`config.mk`:
```
export PLATFORM = sky130hd
export DESIGN_NAME = ras_ctrl
export DESIGN_NICKNAME = d
export VERILOG_FILES = /design/src/rtl/ras_ctrl.sv
export SDC_FILE = /design/constraint.sdc
export NUM_CORES = 1
export LEC_CHECK = 0
export ABC_AREA = 0
export CAP_MARGIN = 15
export CORE_MARGIN = 8
export CORE_UTILIZATION = 35
export CTS_BUF_LIST = sky130_fd_sc_hd__clkbuf_8
export CTS_CLUSTER_SIZE = 30
export DETAILED_ROUTE_END_ITERATION = 6
export PLACE_DENSITY_LB_ADDON = 0.2
export RECOVER_POWER = 100
export SYNTH_ARGS = -nofsm -noshare
export SYNTH_HDL_FRONTEND = slang
export SYNTH_SLANG_ARGS = --single-unit
```
`constraint.sdc`:
```
create_clock -name CLK -period 2.12 [get_ports CLK]
set_input_delay 0.53 -clock CLK [delete_from_list [all_inputs] [get_ports CLK]]
set_output_delay 0.53 -clock CLK [all_outputs]
set_load 0.01 [all_outputs]
```
`src/rtl/ras_ctrl.sv`:
```
// Return-address stack controller with external storage, checkpoint/flush recovery and power-up clear.
// Pop response is one cycle after the accepted pop_req; pushes and pops are ignored while stall is high or ready is low.
module ras_ctrl #(
   parameter int DEPTH = 32,
   parameter int IDX_W = 5
) (
   input  logic             CLK,
   input  logic             RESET,
   input  logic             push_req,
   input  logic [31:0]      push_addr,
   input  logic             pop_req,
   input  logic             stall,
   input  logic             ckpt_save,
   input  logic             flush,
   input  logic [31:0]      rd_data,
   output logic             wr_en,
   output logic [IDX_W-1:0] wr_idx,
   output logic [31:0]      wr_data,
   output logic [IDX_W-1:0] rd_idx,
   output logic             ready,
   output logic             pop_valid,
   output logic             pop_hit,
   output logic [31:0]      pop_addr,
   output logic [IDX_W:0]   count,
   output logic             full,
   output logic             empty
);

   typedef enum logic [1:0] {CLEAR, RUN, RECOVER} state_t;

   localparam logic [IDX_W:0]   DEPTH_C  = (IDX_W+1)'(DEPTH);
   localparam logic [IDX_W-1:0] LAST_IDX = IDX_W'(DEPTH - 1);

   state_t           state, state_nxt;
   logic [IDX_W-1:0] clr_idx, clr_idx_nxt;
   logic [IDX_W-1:0] top, top_nxt;
   logic [IDX_W:0]   cnt, cnt_nxt;
   logic [IDX_W-1:0] ckpt_top, ckpt_top_nxt;
   logic [IDX_W:0]   ckpt_cnt, ckpt_cnt_nxt;
   logic             pv_nxt, ph_nxt;
   logic [31:0]      pa_nxt;

   always_ff @(posedge CLK or negedge RESET) begin
      if (!RESET) begin
         state     <= CLEAR;
         clr_idx   <= '0;
         top       <= '0;
         cnt       <= '0;
         ckpt_top  <= '0;
         ckpt_cnt  <= '0;
         pop_valid <= 1'b0;
         pop_hit   <= 1'b0;
         pop_addr  <= '0;
      end else begin
         state     <= state_nxt;
         clr_idx   <= clr_idx_nxt;
         top       <= top_nxt;
         cnt       <= cnt_nxt;
         ckpt_top  <= ckpt_top_nxt;
         ckpt_cnt  <= ckpt_cnt_nxt;
         pop_valid <= pv_nxt;
         pop_hit   <= ph_nxt;
         pop_addr  <= pa_nxt;
      end
   end

   always_comb begin
      state_nxt    = state;
      clr_idx_nxt  = clr_idx;
      top_nxt      = top;
      cnt_nxt      = cnt;
      ckpt_top_nxt = ckpt_top;
      ckpt_cnt_nxt = ckpt_cnt;
      pv_nxt       = 1'b0;
      ph_nxt       = 1'b0;
      pa_nxt       = '0;
      wr_en        = 1'b0;
      wr_idx       = top;
      wr_data      = push_addr;
      case (state)
         CLEAR: begin
            wr_en       = 1'b1;
            wr_idx      = clr_idx;
            wr_data     = '0;
            clr_idx_nxt = clr_idx + 1'b1;
            if (clr_idx == LAST_IDX)
               state_nxt = RUN;
         end
         RUN: begin
            if (flush) begin
               top_nxt   = ckpt_top;
               cnt_nxt   = ckpt_cnt;
               state_nxt = RECOVER;
            end else begin
               if (!stall) begin
                  if (push_req && pop_req) begin
                     // push-then-pop nets out to no change; forward the pushed address
                     pv_nxt = 1'b1;
                     ph_nxt = 1'b1;
                     pa_nxt = push_addr;
                  end else if (push_req) begin
                     wr_en   = 1'b1;
                     top_nxt = top + 1'b1;
                     if (cnt != DEPTH_C)
                        cnt_nxt = cnt + 1'b1;
                  end else if (pop_req) begin
                     pv_nxt = 1'b1;
                     if (cnt != '0) begin
                        ph_nxt  = 1'b1;
                        pa_nxt  = rd_data;
                        top_nxt = top - 1'b1;
                        cnt_nxt = cnt - 1'b1;
                     end
                  end
               end
               if (ckpt_save) begin
                  ckpt_top_nxt = top_nxt;
                  ckpt_cnt_nxt = cnt_nxt;
               end
            end
         end
         RECOVER: state_nxt = RUN;
         default: state_nxt = CLEAR;
      endcase
   end

   assign rd_idx = top - 1'b1;
   assign ready  = (state == RUN);
   assign count  = cnt;
   assign full   = (cnt == DEPTH_C);
   assign empty  = (cnt == '0);

endmodule

```
## After elaboration in Yosys (flattened, before gate mapping)

Cells that the tools add are included.

| storage, ports and cells | value |
|---|---|
| register bits after elaboration | 63 |
| bits of input ports | 71 |
| output and inout port bits | 86 |

| operators by class | value |
|---|---|
| add/subtract/negate cells | 5 |
| equal/unequal tests | 7 |
| mux-type cells | 43 |
| bitwise logic cells | 1 |
| reduce and logical (&&, ||, !) cells | 6 |

Operators by type and width:

| kind | number |
|---|---|
| two-way mux 32 bit | 8 |
| two-way mux 6 bit | 7 |
| two-way mux 5 bit | 7 |
| two-way mux 1 bit | 17 |
| adder 5 x 1 -> 5 bit (second input constant) | 2 |
| adder 6 x 1 -> 6 bit (second input constant) | 1 |
| == test 6 bit (second input constant) | 1 |
| logical NOT 6 bit | 1 |
| != test 6 bit (second input constant) | 1 |
| one-hot mux 2 bit (3 select lines) | 1 |
| nonzero test 6 bit | 1 |
| subtractor 6 x 1 -> 6 bit (second input constant) | 1 |
| == test 5 bit (second input constant) | 1 |
| subtractor 5 x 1 -> 5 bit (second input constant) | 1 |
| two-way mux 2 bit | 2 |
| != test 2 bit (second input constant) | 2 |
| AND reduction 3 bit | 1 |
| == test 2 x 1 -> 1 bit (second input constant) | 1 |
| == test 2 bit (second input constant) | 1 |
| logical NOT 2 bit | 1 |
| one-hot mux 1 bit (2 select lines) | 1 |
| AND reduction 2 bit | 1 |
| logical AND 1 bit | 1 |
| NOT 1 bit | 1 |

## Logic depth before layout (Yosys ltp)

| logic depth | value |
|---|---|
| word-level depth | 8 |
| mapped depth | 8 |
| mapped depth without buffers | 7 |

## Worst setup path after synthesis

No wires, ideal clock.

| path | value |
|---|---|
| path kind | register -> register |
| start | reg cnt[0] (netlist: count[0]) |
| end | reg cnt[1] (netlist: count[1]) |
| setup time | 94 ps |
| data arrival time | 2105 ps |
| data required time | 2026 ps |
| setup slack | -78 ps |
| cell stages (with the launch flop) | 9 |
| path buffers | 1 |
| path through | dfrtp_1 > clkbuf_1 > inv_1 > ha_1 > or4b_4 > o21ai_4 > mux2i_1 > o22a_1 > a221oi_2 |

| on the way | value |
|---|---|
| cells in the longest elaborated chain, start to end | 7 |
| elaborated cells between the ends (all ways) | 11 |
| classes of those cells | add/sub (2); eq/ne (1); mux (7); reduce/logical (1) |

Ends and longest elaborated chain:

| item | RTL line | RTL |
|---|---|---|
| start, declared | 37 | `logic [IDX_W:0] cnt, cnt_nxt;` |
| start signal, assigned | 58 | `cnt <= cnt_nxt;` |
| subtractor 6 x 1 -> 6 bit / nonzero test 6 bit (equally long branches) | 112, 108 |  |
| two-way mux 6 bit | 108 | `if (cnt != '0) begin` |
| two-way mux 6 bit | 106 | `end else if (pop_req) begin` |
| two-way mux 6 bit (*) | 101 | `end else if (push_req) begin` |
| two-way mux 6 bit (*) | 96 | `if (push_req && pop_req) begin` |
| two-way mux 6 bit (*) | 95 | `if (!stall) begin` |
| two-way mux 6 bit (*) | 90 | `if (flush) begin` |

Every way passes the cells marked *; elsewhere a longest branch is shown, timed or not.
A chain may end at the register's enable or synchronous reset.

## Worst setup path after layout

| path | value |
|---|---|
| start | reg cnt[0] (netlist: count[0]) |
| end | out full |

| on the way | value |
|---|---|
| cells in the longest elaborated chain, start to end | 1 |

Ends and longest elaborated chain:

| item | RTL line | RTL |
|---|---|---|
| == test 6 bit | 130 | `assign full = (cnt == DEPTH_C);` |
| end, declared | 25 | `output logic full,` |

No other way between the ends.

==> impl_metrics.ini <==
[synth]
synth.area.mux_share_pct = 3.121
synth_top_area_cell = dfrtp_1
synth_compound_area_share_pct = 20.37
netlist_area_um2 = 3488
synth_nets = 460
async_flop_share_pct = 100.0
synthTopCellsByArea = dfrtp_1, a22oi_1, nor2b_1, nor2_1, o21ai_0
yosys_warnings = 0
synthAdderAreaFrac_pct = 2.511
yosys-top-cells-count = dfrtp_1, nor2_1, a22oi_1, nor2b_1, clkbuf_1
synthDistinctLibCells = 45
synth-xor-area-share_pct = 3.766
synth_top_family_by_area = compound AO/OA/AOI/OAI gates
avgSynthCellArea_um2 = 9.132
synth.most_common_cell = dfrtp_1
synth_cells = 382
synth-edff-count = 0
ys_ff_latch = 63
yosys.area_share.simple_pct = 19.62
synth_top_area_share_pct = 45.19
synth-seq-area-share_pct = 45.19
synthFlopType = dfrtp_1

[clock_tree]
cts_buffers = 9
cts_buffer_depth = 2
h-tree-depth = 3
cts_hold_repair.buffers = 0
cts-root-buf = clkbuf_8
clkLatencyLatePin_ns = 0.35
clkTransAtPathRegs_ns = 0.08
clock_sinks = 63
cts_tree = yes

[timing]
fmaxAchievable_ghz = 0.4462
holdWs_ns = 0.4777
final-hold-violation-count = 0
finalSetupViolCount = 23
period_needed_ns = 2.241
tightest_slew_ns = 1.346
setup_ws_ns = -0.1209
min_period_over_period_pct = 105.7
slew_violations = 0
clock_skew_ns = 0.01214
slew_headroom_pct = 10.28
rsz0062_at_grt = true
tns_ns = -0.7387

[critical_path]
worstReg2RegEnd = count[1]$_DFFE_PN0P_
cp.arrival_ns = 1.71
worstSetupPathType = reg2out
r2r_slack_ns = -0.06
cp-endpoint = full
cp-start-kind = flip-flop
timing.rr.start = count[0]$_DFFE_PN0P_
cp_max_fo = 3
startpoint = count[0]$_DFFE_PN0P_
critPathCaptureType = output port
reg2regPathDepth = 8
required_ns = 1.59

[detailed_routing]
num_vias = 3839
detail_route.wl_per_cell_um = 18.25
ant_nets = 0
dr.first_iter.drc_count = 249
vias_per_cell = 5.174
drcViolationCount = 0
drtPass1Iterations = 5
wl_mm = 13.54

[final_layout]
nNetsFinal = 682
num-fill-cells = 848
diodes = 0
finish.utilization_pct = 63.14
layout-drive-gt1-share_pct = 23.65
area_growth_pct = 76.11

[global_route]
grt_max_degree = 38
top_usage_layer = met2
grt_use_total_pct = 19.74
first_global_vias = 3883
grt_pass1_wl_mm = 20.51
grtUsageMet3_pct = 4.690
overflow = 0
grt.met1_usage_pct = 22.84
grt_use_met2_pct = 35.03
antenna_found_initial = 0

[die]
core-area_um2 = 9729
rows = 36
top_level_ports = 157
die_w_um = 115.8
dieArea_um2 = 13420
initial_core_util_pct = 35.85
die_h_um = 115.8

[power]
clockPowerShare_pct = 14.3
internal-power_mw = 3.982
combPwrFrac_pct = 60.8
p_seq_share_pct = 24.9
p_per_area_nw_per_um2 = 1079
ir_drop_mv = 0.8976
p_sw_mw = 2.647
p_sw_share_pct = 39.93
p_leak_nw = 2.833

[place]
dp_hpwl_mm = 9.857
portBuffers = 156
gp_congestion = 0.8890

[run]
cap_violations = 0

[outcome]
status = complete, but fails checks
violations = setup timing

[hold_path]
min_path_type = in2async
[how the worst min path moves through the flow]
stage,startpoint,endpoint,slack [ns]
floorplan,RESET,ckpt_cnt[0]$_DFFE_PN0P_,0.23
global placement,ckpt_top[4]$_DFFE_PN0P_,ckpt_top[4]$_DFFE_PN0P_,0.46
detailed placement,ckpt_cnt[1]$_DFFE_PN0P_,ckpt_cnt[1]$_DFFE_PN0P_,0.47
CTS,RESET,pop_addr[29]$_DFF_PN0_,0.19
global route,ckpt_cnt[1]$_DFFE_PN0P_,ckpt_cnt[1]$_DFFE_PN0P_,0.52
finish,RESET,pop_addr[29]$_DFF_PN0_,0.48
[what timing repair did]
action / CTS / global route
setup buffers: 13 / 4
setup endpoints to repair: 48 / 80
gates resized for setup: 103 / 62
cloned: 1 / 1
pin swaps: 12 / 11
[power groups by stage]
| stage | clock [mW] | sequential (mW) | combinational (mW) |
|---|---|---|---|
| 5_1_grt | 1.02 | 1.68 | 4.35 |
| 2_1_floorplan | 0 | 1.64 | 1.79 |
| 3_3_place_gp | 0 | 1.64 | 3.53 |
| 6_report | 0.947 | 1.65 | 4.03 |
| 4_1_cts | 0.965 | 1.64 | 3.75 |
| 3_5_place_dp | 0 | 1.66 | 3.58 |
[flip-flops by register name, summed over array words and instances, names as in the netlist]
name	cells
pop_hit	1
ckpt_cnt	6
ckpt_top	5
top	5
pop_addr	32
pop_valid	1
state	2
clr_idx	5
count	6
[stage by stage]
stage / setup WS [ns] / cells / instance area [um^2] / power, mW
after floorplan: 0.01204 / 382 / 3516 / 3.428
after global placement: -0.5450 / 708 / 5677 / 5.177
after detailed placement: -0.5286 / 708 / 5677 / 5.241
after CTS: -0.1618 / 738 / 5995 / 6.358
after global routing: -0.1625 / 742 / 6143 / 7.044
final: -0.1209 / 742 / 6143 / 6.629
[kinds of logic (layout without fill, tap and decap cells)]
family	Yosys count	after routing
adder cells (fa/ha/maj)	7	7
multiplexers	10	10
AND/OR/NAND/NOR	136	136
flip-flops	63	63
AO/OA/AOI/OAI	104	104
buffers and inverters	47	274
XOR/XNOR	15	15
[final cells by class]
cell class | count | area (um^2) | share of cell area, %
flip-flops and latches | 63 | 1578 | 25.68
repair buffers | 244 | 2257 | 36.74
clock buffers | 11 | 151.4 | 2.464
inverters | 14 | 55.05 | 0.8961
well taps | 133 | 166.4 | 2.709
multi-input cells | 272 | 1911 | 31.10
clock inverters | 5 | 25.02 | 0.4073
[cell usage in the layout, fill, tap and decap left out, types with 3 or more instances in the layout]
master,instances
clkdlybuf4s50_1,70
dfrtp_1,62
buf_4,62
nor2_1,44
a22oi_1,38
dlygate4sd3_1,36
nor2b_1,33
clkdlybuf4s15_1,28
o21ai_0,23
nand2_1,22
inv_1,12
a21oi_1,12
clkbuf_8,11
buf_6,11
xnor2_1,8
dlygate4sd2_1,8
nor3_1,7
clkbuf_1,7
buf_2,7
xor2_1,6
mux2_2,5
nand3_1,5
ha_1,5
and3_1,4
nand4_1,4
clkbuf_4,4
nor2_4,3
a21o_1,3
mux2i_1,3
o31ai_1,3
clkbuf_2,3
buf_12,3
[critical path: stages (launching register included)]
cell and delay (ns):
dfrtp_1 0.41, inv_4 0.07, ha_4 0.13, or4b_4 0.52, nor2_4 0.13, buf_6 0.11
[layer usage]
metal | wire [um] | up-vias
met1 | 5222 | 1897
met5 | 0 | -
li1 | - | 1782
met3 | 935 | 17
met2 | 7187 | 143
met4 | 195 | 0
Power figures use the tool's default switching activity.
